<file path="config.mk">
export PLATFORM = sky130hd
export DESIGN_NAME = add_round_key_stage
export DESIGN_NICKNAME = d
export VERILOG_FILES = /design/src/rtl/add_round_key_stage.sv
export SDC_FILE = /design/constraint.sdc
export NUM_CORES = 2
export LEC_CHECK = 0
export ABC_AREA = 1
export BUFFER_PORTS_ARGS = -buffer_cell sky130_fd_sc_hd__buf_4
export CAP_MARGIN = 20
export CORE_MARGIN = 1.5
export CORE_UTILIZATION = 30
export CTS_CLUSTER_SIZE = 16
export DETAILED_ROUTE_END_ITERATION = 12
export PLACE_DENSITY = 0.49
export SLEW_MARGIN = 20
export SYNTH_ARGS = -nofsm -noshare
export SYNTH_HDL_FRONTEND = slang
export SYNTH_SLANG_ARGS = --single-unit
</file>
<file path="constraint.sdc">
create_clock -name clk -period 12 [get_ports clk]
set_input_delay 2.4 -clock clk [delete_from_list [all_inputs] [get_ports clk]]
set_output_delay 2.4 -clock clk [all_outputs]
set_load 0.02 [all_outputs]
</file>
<file path="src/rtl/add_round_key_stage.sv">
// AES-128 round-key addition stage.
// Holds the expanded round keys (written serially by the key schedule) and
// XORs each accepted state with the selected round key into a 1-deep,
// back-pressurable output register.
module add_round_key_stage #(
  parameter int NUM_ROUNDS = 10,
  parameter int IDX_W      = 4
) (
  input  logic               clk,
  input  logic               rst,
  input  logic               key_wr_en,
  input  logic [IDX_W-1:0]   key_wr_idx,
  input  logic [127:0]       key_wr_data,
  output logic               keys_ready,
  input  logic               in_valid,
  output logic               in_ready,
  input  logic [127:0]       data_in,
  input  logic [IDX_W-1:0]   round_in,
  output logic               out_valid,
  input  logic               out_ready,
  output logic [127:0]       data_out,
  output logic [IDX_W-1:0]   round_out,
  output logic               last_round,
  output logic               err
);

  localparam int               NUM_KEYS = NUM_ROUNDS + 1;
  localparam logic [IDX_W-1:0] LAST_IDX = IDX_W'(NUM_ROUNDS);

  logic [127:0]        key_mem [NUM_KEYS];
  logic [NUM_KEYS-1:0] loaded;
  logic                last_q;

  logic                accept;
  logic                key_wr_ok;
  logic                rd_bad;
  logic                sel_loaded;
  logic [127:0]        key_sel;

  assign in_ready   = !out_valid || out_ready;
  assign accept     = in_valid && in_ready;
  assign key_wr_ok  = key_wr_en && (key_wr_idx <= LAST_IDX);
  assign rd_bad     = round_in > LAST_IDX;
  assign last_round = last_q && out_valid;

  // Select the round key for the incoming state, forwarding a same-cycle key write.
  always_comb begin
    // NOTE: defaults first so every path assigns every signal and no latch is inferred.
    key_sel    = '0;
    sel_loaded = 1'b0;
    if (!rd_bad) begin
      if (key_wr_en && (key_wr_idx == round_in)) begin
        key_sel    = key_wr_data;
        sel_loaded = 1'b1;
      end else begin
        key_sel    = key_mem[round_in];
        sel_loaded = loaded[round_in];
      end
    end
  end

  // Key store, error flag and output register.
  always_ff @(posedge clk) begin
    if (rst) begin
      // NOTE: the key array is cleared on reset so stale keys never leak into a
      // new session; this keeps it in flops rather than a RAM macro.
      for (int i = 0; i < NUM_KEYS; i++) begin
        key_mem[i] <= '0;
      end
      loaded     <= '0;
      keys_ready <= 1'b0;
      err        <= 1'b0;
      out_valid  <= 1'b0;
      data_out   <= '0;
      round_out  <= '0;
      last_q     <= 1'b0;
    end else begin
      // NOTE: non-blocking assignments so every flop samples pre-edge values.
      if (key_wr_ok) begin
        key_mem[key_wr_idx] <= key_wr_data;
        loaded[key_wr_idx]  <= 1'b1;
      end

      // Registered AND: rises one cycle after the last missing entry lands.
      keys_ready <= &loaded;

      if ((key_wr_en && !key_wr_ok) || (accept && !sel_loaded)) begin
        err <= 1'b1;
      end

      if (accept) begin
        data_out  <= data_in ^ key_sel;
        round_out <= round_in;
        last_q    <= (round_in == LAST_IDX);
        out_valid <= 1'b1;
      end else if (out_ready) begin
        out_valid <= 1'b0;
      end
    end
  end

endmodule

</file>
==> flow_metrics.py <==
metrics = {
    "floorplanning": {
        "fp.dieArea_mm2": 0.3356,
        "die_width_um": 579.3,
        "io_pins": 406,
        "std_cell_rows": 211,
        "core_region_area_mm2": 0.3305,
        "chipHeight_um": 579.3,
        "initial_core_util_pct": 30.14,
    },
    "power_and_ir_drop": {
        "seq_power_share_pct": 47.4,
        "internal_power_mw": 14.00,
        "power.clock.fraction_pct": 42.9,
        "p_sw_share_pct": 25.43,
        "power.combinational.fraction_pct": 9.7,
        "vdd.ir_drop.worst_mv": 0.1179,
        "netSwitchingPower_mw": 4.774,
        "power.density_mw_per_mm2": 159.6,
        "power.leakage_nw": 50.51,
    },
    "logic_synthesis": {
        "syn_area_mm2": 0.09963,
        "post-synth-top-area-fraction_pct": 57.87,
        "synthesis.instances": 11214,
        "yosys_register_bits": 2195,
        "synthArstFlopShare_pct": 0,
        "register_area_share_after_synthesis_pct": 63.39,
        "synth_edf_count": 1920,
        "number_of_distinct_library_cells_after_synthesis": 28,
        "synthDominantAreaCellType": "edfxtp_1",
        "synthTopCellsByArea": "edfxtp_1 58%, nand2_1 14%, nor2_1 8.0%, nand3_1 5.7%, dfxtp_1 5.5%",
        "synthesis.area_per_instance_um2": 8.884,
        "number_of_synthesis_warnings": 0,
        "ys_dominant_reg_cell": "edfxtp_1",
    },
    "routing": {
        "average_detailed_routed_wire_length_per_instance_um": 20.47,
        "routed_wirelength_mm": 339.4,
        "detailedRoute.firstPassIterationCount": 5,
        "ant_nets": 0,
        "detail_route.drc_violations": 0,
        "drc_marker_count_from_the_first_detailed_route_iteration": 5721,
        "post_drt_via_cell_ratio": 4.618,
        "num_vias": 76552,
    },
    "global_route": {
        "global_route.overflow_total": 0,
        "grt_antenna_before_repair": 6,
        "global_route_wire_length_before_repair_mm": 493.4,
        "via_count_of_the_first_global_routing_pass": 72730,
        "grt_start_max_net_pins": 176,
        "globalRouteTotalUtil_pct": 19.88,
    },
    "sta": {
        "max_slew_margin_pct": 20.55,
        "clock-skew-final_ns": 0.03909,
        "share_of_the_cycle_needed_by_the_critical_path_after_routing_pct": 51.63,
        "period_minus_slack_ns": 6.196,
        "setup-tns-final_ns": 0,
        "fmax_mhz": 161.4,
        "tightest_slew_ns": 1.192,
        "rsz_0062_raised_after_global_routing": "false",
        "finalSetupViolCount": 0,
        "setup_slack_ns": 5.804,
        "report.final.slew_viol_count": 0,
        "timing_hold_violations_final": 0,
    },
    "cts": {
        "cts-hold-fix-buffers": 0,
        "cts-root-to-sink-buffers": 4,
        "cts_inserted_buffers": 270,
        "cts_root_buf": "clkbuf_16",
        "clk-insertion-delay-late_ns": 0.88,
        "number_of_gates_resized_after_cts": 0,
        "cts_tree": "done",
        "cts_htree_levels": 5,
        "postCtsSetupRepairBufs": 0,
        "cts.reportedPaths.clkPinSlew_ns": 0.06,
        "numClockSinks": 2195,
    },
    "status": {
        "outcome": "completed",
    },
    "setup_path": {
        "slowest_cell_on_the_critical_path": "buf_4",
        "timing.critical_path.cells": "buf_8 > buf_4 > buf_4 > buf_4 > buf_4 > nand2_1 > nand3_1 > nand2_1 > nand2_1 > nand2_1 > nor2_1 > nand2_1 > nand3_1 > nand3_1 > nand2_1 > inv_1",
        "max_stage_delay_ns": 0.83,
        "worstSetupPathType": "in -> reg",
        "launching_element_type_of_the_critical_path": "input pin",
        "timing.rr.end": "data_out[82]",
        "rr_worst_depth": 8,
        "regToRegSetupSlack_ns": 9.19,
        "timing.rr.start": "out_valid",
        "timing.critical_path.fanout_max": 73,
        "endpoint_kind": "flip-flop",
        "worstPathRequired_ns": 12.78,
        "critPathMostFrequentCell": "nand2_1",
        "worstPathArrival_ns": 6.98,
    },
    "placement": {
        "placement.io_buffers": 405,
        "place_hpwl_mm": 176.4,
        "placement.setup.worst_slack_ns": 4.905,
        "routability_cong": 0.7330,
    },
    "cells_and_area": {
        "utilization_pct": 35.58,
        "finalNetCount": 12262,
        "final_layout_size_suffix_gt1_share_pct": 7.725,
        "areaGrowthSynthToFinish_pct": 18.05,
    },
    "hold_path": {
        "timing.hold.worst_path_depth": 2,
        "hold_end": "loaded[3]",
        "timing.hold.worst.start": "loaded[3]",
        "min_path_type": "reg -> reg",
    },
    "job": {
        "maxCapViolCount": 0,
    },
}
-- worst max path at each step --
stage             startpoint        endpoint  slack, ns
3_5_place_dp             rst  key_mem[3][90]       4.91
4_1_cts                  rst  key_mem[3][90]       5.89
6_report         round_in[0]   data_out[104]       5.80
3_3_place_gp     round_in[0]   data_out[104]       4.92
5_1_grt          round_in[0]   data_out[104]       5.52
2_1_floorplan  key_wr_idx[1]   key_mem[8][0]       5.34
-- synthesized netlist by cell type (all sizes together) (3+ instances only) --
cell	number
nand4	3
inv	1085
a21oi	143
a22oi	31
clkbuf	313
nand3	1133
clkinv	4
nor2	2122
dfxtp	275
a2bb2oi	4
edfxtp	1920
nand2	3591
nor3	4
o21ai	156
buf	346
o22ai	81
-- through the flow --
step / cells / hold slack, ns / power (mW) / area, um^2
5_1_grt: 16574 / 0.4886 / 19.49 / 117600
6_report: 16576 / 0.4695 / 18.77 / 117600
2_1_floorplan: 11853 / 0.4348 / 10.17 / 102000
4_1_cts: 16573 / 0.4654 / 18.99 / 117600
3_5_place_dp: 16087 / 0.4562 / 10.89 / 109000
3_3_place_gp: 16087 / 0.4557 / 10.88 / 109000
-- flip-flops by register name (all words and copies together), names as in the netlist --
name	flops
key_mem	2048
loaded	11
data_out	128
err	1
round_out	4
last_q	1
out_valid	1
keys_ready	1
-- cell usage in the layout, fill, tap and decap left out, types with 3 or more instances in the layout --
master / n
buf_4: 507
clkbuf_8: 33
a21oi_1: 142
dfxtp_1: 275
bufinv_16: 11
clkinvlp_4: 5
clkinv_1: 38
clkinv_4: 5
inv_2: 5
inv_8: 3
diode_2: 3
inv_6: 14
edfxtp_1: 1920
a22oi_1: 31
nor2_1: 2119
nand4_1: 3
clkbuf_1: 73
o22ai_1: 81
clkbuf_16: 280
conb_1: 640
buf_12: 16
a2bb2oi_1: 4
inv_1: 1075
clkinv_8: 6
nand2_4: 17
clkinv_2: 26
nor3_1: 4
nand3_1: 1127
nand2_1: 3574
nand3_4: 6
o21ai_0: 156
-- worst max-delay path: cells and delay by family --
family                 cells  cell delay, ns
buffers and inverters      6            3.31
AND/OR/NAND/NOR           10            1.06
-- final cells by class --
class	instances	area [um^2]
timing repair buffer	527	4179
multi-input combinational	7910	32070
inverter	1089	4134
tap	4366	5463
sequential	2195	63160
clock inverter	100	864.6
fill	34242	212900
clock buffer	386	7735
antenna	3	7.507
-- cells by family after synthesis --
family | Yosys count | synth area share (%)
other | 1 | 0.003764
buffers and inverters | 1748 | 7.023
and+or+nand+nor | 6853 | 27.28
AOI/OAI and AO/OA | 417 | 2.294
DFF | 2195 | 63.39
-- layer usage --
layer	part of all wire (%)	GRT usage (%)	wire, um	vias to the layer above
met1	44	25.87	147900	37321
li1	-	-	-	36834
met4	2.4	5.202	8205	2
met3	5.0	2.318	16930	465
met2	49	34.89	166300	1930
met5	0.0038	0	13	-
-- power groups by stage --
stage	Clock, mW	Combinational (mW)	Sequential, mW
floorplan	0	1.06	9.11
global placement	0	1.83	9.05
detailed placement	0	1.83	9.06
CTS	8.26	1.84	8.90
global route	8.51	2.03	8.95
finish	8.06	1.81	8.90
No activity file was read; power rests on OpenSTA's default activity.
